===== src/rtl/car_sensor_cond_if.sv =====
// Car-loop conditioner bus: raw detector input plus conditioned request,
// presence, arrival strobe and arrival count.
// slave  = the conditioner itself, master = whoever drives the raw loop and
// consumes the conditioned outputs.
interface car_sensor_cond_if #(
    parameter int CNT_W = 8
);
    logic             sensor_raw;
    logic             x;
    logic             present;
    logic             arrive_pulse;
    logic [CNT_W-1:0] count;

    modport master (
        output sensor_raw,
        input  x,
        input  present,
        input  arrive_pulse,
        input  count
    );

    modport slave (
        input  sensor_raw,
        output x,
        output present,
        output arrive_pulse,
        output count
    );
endinterface


===== src/rtl/car_sensor_cond.sv =====
// car_sensor_cond: turns the raw roadside loop detector into the clean request
// `x` for the highway/country-road light controller.
// Synchroniser -> debounce -> IDLE/REQ/HOLD request FSM with a grace period.
// Optional macro CAR_SENSOR_COUNT_EN builds a saturating arrival counter;
// without it `count` is tied to zero but the port remains.
module car_sensor_cond #(
    parameter int DEBOUNCE_CYCLES = 4,
    parameter int HOLD_CYCLES     = 8,
    parameter int CNT_W           = 8
) (
    input  logic              clk,
    input  logic              rst,
    car_sensor_cond_if.slave  bus
);
    // A zero-length hold still needs a legal one-bit counter.
    localparam int DCNT_W = $clog2(DEBOUNCE_CYCLES + 1);
    localparam int HCNT_W = (HOLD_CYCLES > 0) ? $clog2(HOLD_CYCLES + 1) : 1;

    typedef enum logic [1:0] {
        ST_IDLE = 2'd0,
        ST_REQ  = 2'd1,
        ST_HOLD = 2'd2
    } state_t;

    logic [1:0]        r_sync;
    logic              w_s;
    logic              r_present;
    logic [DCNT_W-1:0] r_dcnt;
    logic              r_arrive;
    state_t            r_state;
    state_t            w_state_next;
    logic [HCNT_W-1:0] r_hcnt;
    logic [HCNT_W-1:0] w_hcnt_next;
    logic [CNT_W-1:0]  r_count;

    assign w_s = r_sync[1];

    // Two-flop synchroniser for the asynchronous loop signal.
    always_ff @(posedge clk) begin
        if (rst) begin
            r_sync <= 2'b00;
        end else begin
            r_sync <= {r_sync[0], bus.sensor_raw};
        end
    end

    // Debounce: present only follows s after DEBOUNCE_CYCLES consecutive
    // disagreeing samples; the arrival strobe fires on the 0->1 change.
    always_ff @(posedge clk) begin
        if (rst) begin
            r_present <= 1'b0;
            r_dcnt    <= '0;
            r_arrive  <= 1'b0;
        end else begin
            r_arrive <= 1'b0;
            if (w_s == r_present) begin
                r_dcnt <= '0;
            end else if (r_dcnt == DCNT_W'(DEBOUNCE_CYCLES - 1)) begin
                r_present <= w_s;
                r_dcnt    <= '0;
                r_arrive  <= w_s;
            end else begin
                r_dcnt <= r_dcnt + DCNT_W'(1);
            end
        end
    end

    // Request FSM state and grace counter registers.
    always_ff @(posedge clk) begin
        if (rst) begin
            r_state <= ST_IDLE;
            r_hcnt  <= '0;
        end else begin
            r_state <= w_state_next;
            r_hcnt  <= w_hcnt_next;
        end
    end

    // Request FSM next state: a returning car in HOLD always wins over expiry,
    // so x never glitches low on re-arrival.
    always_comb begin
        w_state_next = r_state;
        w_hcnt_next  = r_hcnt;
        case (r_state)
            ST_IDLE: begin
                if (r_present) begin
                    w_state_next = ST_REQ;
                end
            end
            ST_REQ: begin
                if (!r_present) begin
                    if (HOLD_CYCLES == 0) begin
                        w_state_next = ST_IDLE;
                    end else begin
                        w_state_next = ST_HOLD;
                        w_hcnt_next  = HCNT_W'(HOLD_CYCLES - 1);
                    end
                end
            end
            ST_HOLD: begin
                if (r_present) begin
                    w_state_next = ST_REQ;
                end else if (r_hcnt == '0) begin
                    w_state_next = ST_IDLE;
                end else begin
                    w_hcnt_next = r_hcnt - HCNT_W'(1);
                end
            end
            default: begin
                w_state_next = ST_IDLE;
            end
        endcase
    end

`ifdef CAR_SENSOR_COUNT_EN
    // Saturating arrival counter, cleared only by reset.
    always_ff @(posedge clk) begin
        if (rst) begin
            r_count <= '0;
        end else if (r_arrive && (r_count != {CNT_W{1'b1}})) begin
            r_count <= r_count + CNT_W'(1);
        end
    end
`else
    assign r_count = '0;
`endif

    // x is decoded from the state flops alone so it is glitch-free.
    assign bus.x            = (r_state != ST_IDLE);
    assign bus.present      = r_present;
    assign bus.arrive_pulse = r_arrive;
    assign bus.count        = r_count;

endmodule


===== src/flat_wrapper.sv =====
// flat-port wrapper written by rule: the top's interface ports become plain ports
module car_sensor_cond_flat 
#(
    parameter int DEBOUNCE_CYCLES = 4,
    parameter int HOLD_CYCLES     = 8,
    parameter int CNT_W           = 8
)
  (clk, rst, bus_sensor_raw, bus_x, bus_present, bus_arrive_pulse, bus_count);
  car_sensor_cond_if #(.CNT_W(CNT_W)) bus_i ();
  input  logic clk;
  input  logic rst;
  input wire logic [$bits(bus_i.sensor_raw)-1:0] bus_sensor_raw;
  output wire logic [$bits(bus_i.x)-1:0] bus_x;
  output wire logic [$bits(bus_i.present)-1:0] bus_present;
  output wire logic [$bits(bus_i.arrive_pulse)-1:0] bus_arrive_pulse;
  output wire logic [$bits(bus_i.count)-1:0] bus_count;
  assign bus_i.sensor_raw = bus_sensor_raw;
  assign bus_x = bus_i.x;
  assign bus_present = bus_i.present;
  assign bus_arrive_pulse = bus_i.arrive_pulse;
  assign bus_count = bus_i.count;
  car_sensor_cond #(.DEBOUNCE_CYCLES(DEBOUNCE_CYCLES), .HOLD_CYCLES(HOLD_CYCLES), .CNT_W(CNT_W)) u_core (.clk(clk), .rst(rst), .bus(bus_i));
endmodule

===== config.mk =====
export PLATFORM = sky130hd
export DESIGN_NAME = car_sensor_cond_flat
export DESIGN_NICKNAME = d
export VERILOG_FILES = /design/src/rtl/car_sensor_cond_if.sv /design/src/rtl/car_sensor_cond.sv /design/src/flat_wrapper.sv
export SDC_FILE = /design/constraint.sdc
export NUM_CORES = 1
export LEC_CHECK = 0
export CORE_MARGIN = 2
export CORE_UTILIZATION = 25
export DETAILED_ROUTE_END_ITERATION = 8
export PLACE_DENSITY = 0.5
export RECOVER_POWER = 100
export SYNTH_ARGS = -nofsm -noshare
export SYNTH_HDL_FRONTEND = slang
export SYNTH_SLANG_ARGS = --single-unit
export TNS_END_PERCENT = 1

===== constraint.sdc =====
create_clock -name clk -period 1.9 [get_ports clk]
set_input_delay 0.19 -clock clk [delete_from_list [all_inputs] [get_ports clk]]
set_output_delay 0.19 -clock clk [all_outputs]
set_load 0.005 [all_outputs]

# Yosys cells after proc, flatten, opt, wreduce, memory -nomap -nowiden
# Cells that the tools add are included.
word_totals:
  word_cells: 37
  output_inout_bits: 11
  register_bits: 13
classes:
  muxes: 9
  n_bitwise: 2
  addsub: 2
  eq_ne: 9
  n_reduce_logical: 9
ops:
  columns: ["cell", "count"]
  rows:
  - ["two-way mux 4 bit", 3]
  - ["two-way mux 2 bit", 4]
  - ["one-hot mux 4 bit (2 select lines)", 1]
  - ["inequality test 2 bit (second input constant)", 3]
  - ["one-hot mux 2 bit (3 select lines)", 1]
  - ["OR reduction 3 bit", 2]
  - ["logical NOT 4 bit", 1]
  - ["AND reduction 4 bit", 1]
  - ["nonzero test 2 bit", 2]
  - ["subtractor 4 x 1 -> 4 bit (second input constant)", 1]
  - ["adder 3 x 1 -> 3 bit (second input constant)", 1]
  - ["== test 3 x 2 -> 1 bit (second input constant)", 1]
  - ["inequality test 3 x 1 -> 1 bit (second input constant)", 1]
  - ["AND reduction 3 bit", 1]
  - ["== test 2 x 1 -> 1 bit (second input constant)", 1]
  - ["== test 2 bit (second input constant)", 1]
  - ["logical NOT 2 bit", 1]
  - ["inequality test 2 x 1 -> 1 bit (second input constant)", 1]
  - ["NOT 1 bit", 2]
  - ["AND reduction 2 bit", 1]
  - ["== test 1 bit", 1]

# Longest topological paths before layout
# Gate-level depths: netlist (run 1).
logic_depth:
  ltp_word: 4
  depth_mapped: 6
  ltp_nobuf: 5

# Least setup slack after synthesis (run 1)
# No wires, ideal clock.
synth_timing:
  path_kind: "register to register"
  from: "register u_core.r_hcnt[0]"
  to: "register u_core.r_hcnt[0]"
  path_buffers: 1
  path_slack_ns: 0.515
  arrival_time_ns: 1.251
  path_stages_with_launch: 7
  setup_ns: 0.134
  cell_sequence: "dfxtp_1 inv_1 ha_1 or3b_1 buf_2 a211oi_1 a311oi_1"
synth_between:
  elab_chain_len: 4
  elab_cells_between_ends: 7
  classes_between: "add/sub (1); eq/ne (1); mux (3); reduce/logical (2)"
synth_lines:
  columns: ["element", "line_no", "rtl"]
  rows:
  - ["start: declaration", "car_sensor_cond.sv:32", "logic [HCNT_W-1:0] r_hcnt;"]
  - ["start signal: assignment", "car_sensor_cond.sv:75", "r_hcnt <= w_hcnt_next;"]
  - ["subtractor 4 x 1 -> 4 bit", "car_sensor_cond.sv:106", "w_hcnt_next = r_hcnt - HCNT_W'(1);"]
  - ["two-way mux 4 bit", "car_sensor_cond.sv:103", "end else if (r_hcnt == '0) begin"]
  - ["two-way mux 4 bit", "car_sensor_cond.sv:101", "if (r_present) begin"]
  - ["one-hot mux 4 bit (2 select lines)", "car_sensor_cond.sv:84", "case (r_state)"]
# Parallel ways exist; a longest one is shown, timed or not. The select of a mux whose other input is x is not followed.
# A chain may end at the register's enable or synchronous reset.

# Worst setup path in the final report (run 1)
layout_timing:
  from: "register u_core.r_state[1]"
  to: "output bus_x"
layout_between:
  elab_chain_len: 1
layout_lines:
  columns: ["element", "line_no", "rtl"]
  rows:
  - ["start: declaration", "car_sensor_cond.sv:30", "state_t r_state;"]
  - ["start signal: assignment", "car_sensor_cond.sv:74", "r_state <= w_state_next;"]
  - ["nonzero test 2 bit", "car_sensor_cond.sv:129", "assign bus.x = (r_state != ST_IDLE);"]
  - ["end: declaration", "flat_wrapper.sv:13", "output wire logic [$bits(bus_i.x)-1:0] bus_x;"]
# No other way between the ends.

==> results of run 1 <==
[registers in the layout, summed over array words and instances, names as in the netlist]
name,cells
u_core.r_hcnt,4
u_core.r_dcnt,3
u_core.r_state,2
u_core.r_sync,2
u_core.bus.arrive_pulse,1
u_core.bus.present,1
[cells in the mapped netlist, types with 2 or more instances]
library cell / instances
nor2b_1: 3
nor3_1: 2
a21oi_1: 2
inv_1: 6
or3b_1: 2
a311oi_1: 2
nor2_1: 4
nand2_1: 2
ha_1: 3
buf_4: 9
dfxtp_1: 13
a211oi_1: 3
[where the power goes]
part | internal, mW | switching [mW] | leakage (nW)
registers | 0.275 | 0.00104 | 0.105
clock network | 0.0812 | 0.0893 | 0.0150
logic | 0.00558 | 0.00954 | 0.151
[worst max-delay path: stages (launching register included)]
cell and delay (ns):
dfxtp_1 0.36, or2_2 0.30, dlygate4sd3_1 0.58
[cells by family after synthesis]
group / share of synthesized area (%)
and+or+nand+nor: 20.5
buffers and inverters: 15.9
DFF: 41.9
AOI/OAI and AO/OA: 12.1
adders and majority gates: 6.04
other: 0.603
xor gates and xnor gates: 1.41
muxes: 1.61
[worst max path at each step]
| stage | end | cells past startpoint | slack, ns |
|---|---|---|---|
| floorplan | u_core.r_hcnt[0]$_SDFFE_PP0P_ | 6 | 0.52 |
| global placement | u_core.r_hcnt[0]$_SDFFE_PP0P_ | 5 | 0.43 |
| detailed placement | u_core.r_hcnt[1]$_SDFFE_PP0P_ | 5 | 0.36 |
| CTS | bus_present | 1 | 0.29 |
| global route | bus_x | 2 | 0.14 |
| finish | bus_x | 2 | 0.20 |
[area by class of cell]
cell class,instances,share of cell area (%)
Tap cell,30,5.57
Sequential cell,13,38.6
Inverter,6,3.34
Multi-Input combinational cell,43,41.2
Clock buffer,4,3.90
Timing Repair Buffer,5,7.42
[metal layers]
layer  share of wire [%]  GRT usage, %  vias to the layer above  wire length [um]
li1                    -             -                      218                 -
met1                  45          8.74                      199               454
met2                  53          14.0                        7               535
met3                 2.4          1.67                        0                24
met4                   0          7.69                        0                 0
met5                   0             0                        -                 0
==> metrics.md, run 1 <==
| Metric | Value |
|---|---|
| Drt pass-1 iters | 1 |
| Antenna Nets Post-Route | 0 |
| Skew-Pair Late Insertion Delay | 0.27 ns |
| Starting Density | 25.8% |
| First-pass GRT wire length | 1660 um |
| WP data required | 1.71 ns |
| Commonest non-fill, non-tap cells in the layout | 13 x dfxtp_1, 8 x conb_1, 6 x inv_1, 4 x nor2_1, 4 x dlygate4sd3_1 |
| Largest net degree at the start of global routing | 14 |
| Post-CTS sizing | 0 |
| DRC viols | 0 |
| Total number of vias | 424 |
| Critical path arrival | 1.51 ns |
| Area taken by multi-input logic gates | 278 sq um |
| Hold Crit Endpoint | u_core.r_dcnt[0]$_SDFF_PP0_ |
| Syn Inst Count | 66 |
| Seq/Total Area, Yosys | 41.9% |
| DIE AREA | 2900 sq um |
| Area share of the largest cell type after synthesis | 41.9% |
| Worst-path maximum fanout | 6 |
| Most common cell after layout, fill and taps aside | dfxtp_1 |
| Placed insts | 97 |
| Worst clock skew | 0.00991 ns |
| Half-perimeter wire length after placement | 779 um |
| Worst setup margin | 0.199 ns |
| Slew Viols, Final | 0 |
| Post-Syn Area per Cell | 9.42 sq um |
| Initial antenna violation count | 0 |
| EDFF count, synth | 0 |
| Clock H-tree levels | 1 |
| Slew @ Worst Pin | 0.665 ns |
| Floorplan core area | 2410 sq um |
| Fillers | 262 |
| Post-route cell area | 674 sq um |
| Worst vdd ir | 247 uV |
| Hold WS | 0.431 ns |
| Synth cell types | 27 |
| # rows | 18 |
| R2R cell count | 5 |
| Number of CTS-inserted buffers | 3 |
| Worst-path clk slew | 0.09 ns |
| Register-to-Register Setup Slack | 0.33 ns |
| FF+latch area | 260 sq um |
| Final worst path period share | 89.5% |
| Hold path depth | 1 |
| DIE WIDTH | 53.9 um |
| Critical R2R Launch | u_core.r_hcnt[0]$_SDFFE_PP0P_ |
| Startpoint class of the critical path | register |
| Final net count | 78 |
| Final setup fails | 0 |
| Root Driver | clkbuf_4 |
| Die span in y | 53.9 um |
| Pre-CTS setup slack | 0.357 ns |
| CP Class | reg2out |
| Final hold violations | 0 |
| RSZ-0062 raised after global routing | false |
| Clock sink count | 13 |
| HP Start | u_core.r_dcnt[0]$_SDFF_PP0_ |
| Layout cells sized above 1 | 5.63% |
| Yosys warning count | 0 |
| # IOs | 14 |
| Max-Cap Viols | 0 |
| Async SR Flop Fraction | 0% |
| Mapped Area | 622 sq um |
| Gr ovfl total | 0 |
| Number of vias per cell | 4.20 |
| Number of synthesized register bits | 13 |
| End of the worst register-to-register path | u_core.r_hcnt[1]$_SDFFE_PP0P_ |
| # hold bufs at CTS | 0 |
| GP Congestion | 0.614 |
| Final WL | 1010 um |
| Pleak | 0.271 nW |
| Setup TNS | 0 ns |
| N_diodes | 0 |
| Ranking of synthesized cells by area | dfxtp_1 42%, buf_4 11%, ha_1 6.0%, a211oi_1 3.6%, inv_1 3.6% |
| Post-DP Area | 659 sq um |
| Finished Core Util | 28.0% |
| CP startpoint | u_core.r_state[1]$_SDFFE_PP0P_ |
| Worst Hold Class | reg2reg |
| Area Overhead vs Synth | 8.45% |
| Drt initial violations | 0 |
| CTS tree | built |
| Routed len/inst | 10.0 um |
| Max Buffers Root-to-Sink | 2 |
| Non-Filler Instances | 101 |
| PortBufs | 5 |
| Design Power | 0.461 mW |
| Crit. End Element | output pin |
| Tot GR Track Use | 8.39% |
| Pwr Density | 684 nW/um^2 |
| Crit path time final | 1.70 ns |
| FMAX | 588 MHz |
| Most used flip-flop cell after synthesis | dfxtp_1 |
| Rel. slew slack | 55.6% |
| Vias in the first global route | 420 |
| Setup bufs post-CTS | 0 |
| Outcome | finished clean |
| Dominant cell type by area after synthesis | dfxtp_1 |
No activity file was read; power rests on OpenSTA's default activity.
==> run 2: changes to the inputs <==
- CORE_MARGIN: 2 -> not set
- SLEW_MARGIN: not set -> 20
==> metrics.md, run 2 (synthesized netlist as in run 1, its figures left out) <==
| Metric | Value |
|---|---|
| Outcome | finished clean |
| Pleak | 0.274 nW (+1.0%) |
| # hold bufs at CTS | 0 (unchanged) |
| Routed len/inst | 8.40 um (-16%) |
| Int Pwr | 0.358 mW (-0.92%) |
| Pre-CTS setup slack | 0.426 ns (+0.0686 ns) |
| R2R cell count | 3 (-2) |
| Final net count | 78 (unchanged) |
| Final setup fails | 0 (unchanged) |
| Top reg by flops | u_core.r_hcnt |
| Layout cells sized above 1 | 7.04% (+1.4 points) |
| GP Congestion | 0.715 (+16%) |
| Total number of vias | 399 (-5.9%) |
| Switch share | 21.6% (-0.061 points) |
| Gr ovfl total | 0 (unchanged) |
| FMAX | 596 MHz (+1.3%) |
| Worst-path clk slew | 0.08 ns (about the same) |
| Peak per-stage delay on the critical path | 0.57 ns (about the same) |
| Crit-path leading delay family | buffers and inverters |
| Final WL | 832 um (-18%) |
| Tot GR Track Use | 7.41% (-0.97 points) |
| Share of power burned in combinational logic | 3.2% (about the same) |
| Worst setup margin | 0.221 ns (+0.0216 ns) |
| Vias in the first global route | 318 (-24%) |
| WP data required | 1.71 ns (about the same) |
| First-pass GRT wire length | 1390 um (-17%) |
| Final worst path period share | 88.4% (-1.1 points) |
| Pwr Density | 679 nW/um^2 (-0.82%) |
| Die span in y | 51.9 um (-3.7%) |
| Clock H-tree levels | 1 (unchanged) |
| Max-Cap Viols | 0 (unchanged) |
| Clock share of power | 36.4% (-0.5 points) |
| Number of CTS-inserted buffers | 3 (unchanged) |
| Half-perimeter wire length after placement | 616 um (-21%) |
| Startpoint class of the critical path | register |
| PortBufs | 5 (unchanged) |
| # rows | 17 (-1) |
| Worst Hold Class | reg2reg |
| Slew @ Worst Pin | 0.642 ns (-0.0225 ns) |
| Critical R2R Launch | u_core.bus.present$_SDFFE_PP0P_ |
| DIE AREA | 2690 sq um (-7.3%) |
| Floorplan core area | 2280 sq um (-5.6%) |
| Worst-path maximum fanout | 6 (unchanged) |
| # IOs | 14 (unchanged) |
| RSZ-0062 raised after global routing | false |
| Clock sink count | 13 (unchanged) |
| Root Driver | clkbuf_4 |
| DRC viols | 0 (unchanged) |
| CP Class | reg2out |
| Worst vdd ir | 441 uV (+79%) |
| Slew Viols, Final | 0 (unchanged) |
| End of the worst register-to-register path | u_core.r_hcnt[0]$_SDFFE_PP0P_ |
| HP Start | u_core.r_dcnt[0]$_SDFF_PP0_ |
| Commonest non-fill, non-tap cells in the layout | 13 x dfxtp_1, 8 x conb_1, 6 x inv_1, 4 x nor2_1, 4 x dlygate4sd3_1 |
| Drt initial violations | 4 (+4) |
| Top flop regs | u_core.r_hcnt (4), u_core.r_dcnt (3) |
| Max Buffers Root-to-Sink | 2 (unchanged) |
| Critical path arrival | 1.49 ns (-0.02 ns) |
| Number of vias per cell | 4.03 (-4.0%) |
| Hold Crit Endpoint | u_core.r_dcnt[0]$_SDFF_PP0_ |
| Crit. End Element | output pin |
| Setup bufs post-CTS | 0 (unchanged) |
| Antenna Nets Post-Route | 0 (unchanged) |
| Hold path depth | 1 (unchanged) |
| Setup TNS | 0 ns (unchanged) |
| Most common cell after layout, fill and taps aside | dfxtp_1 |
| Final hold violations | 0 (unchanged) |
| Max reg flops | 4 (unchanged) |
| Reg power frac | 60.4% (+0.6 points) |
| CP Cell Sequence | or2_2 -> dlygate4sd3_1 |
| WP buf/inv | 1 (unchanged) |
| Largest net degree at the start of global routing | 14 (unchanged) |
| Post-CTS sizing | 0 (unchanged) |
| DIE WIDTH | 51.9 um (-3.7%) |
| Fillers | 236 (-9.9%) |
| Area Overhead vs Synth | 8.25% |
| Rel. slew slack | 57.1% (+1.5 points) |
| Slowest cell on the critical path | dlygate4sd3_1 |
| Crit path time final | 1.68 ns (-0.0216 ns) |
| N_diodes | 0 (unchanged) |
| Worst clock skew | 0.00987 ns (-0.0000452 ns) |
| Skew-Pair Late Insertion Delay | 0.27 ns (about the same) |
| Initial antenna violation count | 0 (unchanged) |
| Starting Density | 27.3% (+1.5 points) |
| CTS tree | built |
| Sw power | 0.0986 mW (-1.3%) |
| Drt pass-1 iters | 2 (+1) |
| Register-to-Register Setup Slack | 0.39 ns (+0.06 ns) |
[run 2: worst register-to-register path: cells and delay by family (launching register included)]
kind / cells / cell delay [ns]
flops: 1 / 0.41
simple gates: 1 / 0.59
compound gates: 2 / 0.42
[run 2: how the worst max path moves through the flow]
| stage | startpoint | endpoint | slack (ns) | cells after the start |
|---|---|---|---|---|
| 5_1_grt | u_core.r_state[1]$_SDFFE_PP0P_ | bus_x | 0.16 | 2 |
| 4_1_cts | u_core.bus.present$_SDFFE_PP0P_ | bus_present | 0.27 | 1 |
| 3_5_place_dp | rst | u_core.r_hcnt[3]$_SDFFE_PP0P_ | 0.43 | 3 |
| 6_report | u_core.r_state[1]$_SDFFE_PP0P_ | bus_x | 0.22 | 2 |
| 3_3_place_gp | rst | u_core.r_hcnt[3]$_SDFFE_PP0P_ | 0.41 | 3 |
| 2_1_floorplan | u_core.r_hcnt[0]$_SDFFE_PP0P_ | u_core.r_hcnt[0]$_SDFFE_PP0P_ | 0.52 | 6 |
[run 2: metal layers]
metal / track usage [%] / up-vias / wire [um]
met5: 0 / - / 0
met4: 2.70 / 0 / 13
met3: 4.39 / 2 / 35
met2: 10.7 / 7 / 337
met1: 8.96 / 172 / 446
li1: - / 218 / -
[run 2: final cells by class]
type	count	area, sq um	area share [%]
Clock inverter	1	5.00	0.743
Tap cell	28	35.0	5.20
Timing Repair Buffer	5	50.0	7.43
Clock buffer	3	22.5	3.35
Inverter	6	22.5	3.35
Sequential cell	13	260	38.7
Multi-Input combinational cell	43	278	41.3
[run 2: power groups by stage]
stage               registers [mW]  logic (mW)  clock network (mW)
floorplan                    0.282      0.0216                   0
global placement             0.282      0.0153                   0
detailed placement           0.282      0.0150                   0
CTS                          0.276      0.0151               0.182
global route                 0.276      0.0172               0.190
finish                       0.276      0.0147               0.166
[run 2: metrics by stage]
stage	std cells	area [sq um]	utilization (%)	total power, mW	hold WS (ns)
after floorplan	73	648	-	0.304	0.318
after global placement	95	657	28.9	0.297	0.414
after detailed placement	95	657	28.9	0.297	0.418
after CTS	99	684	30.1	0.472	0.429
after global routing	99	673	29.6	0.484	0.454
final	99	673	29.6	0.457	0.424
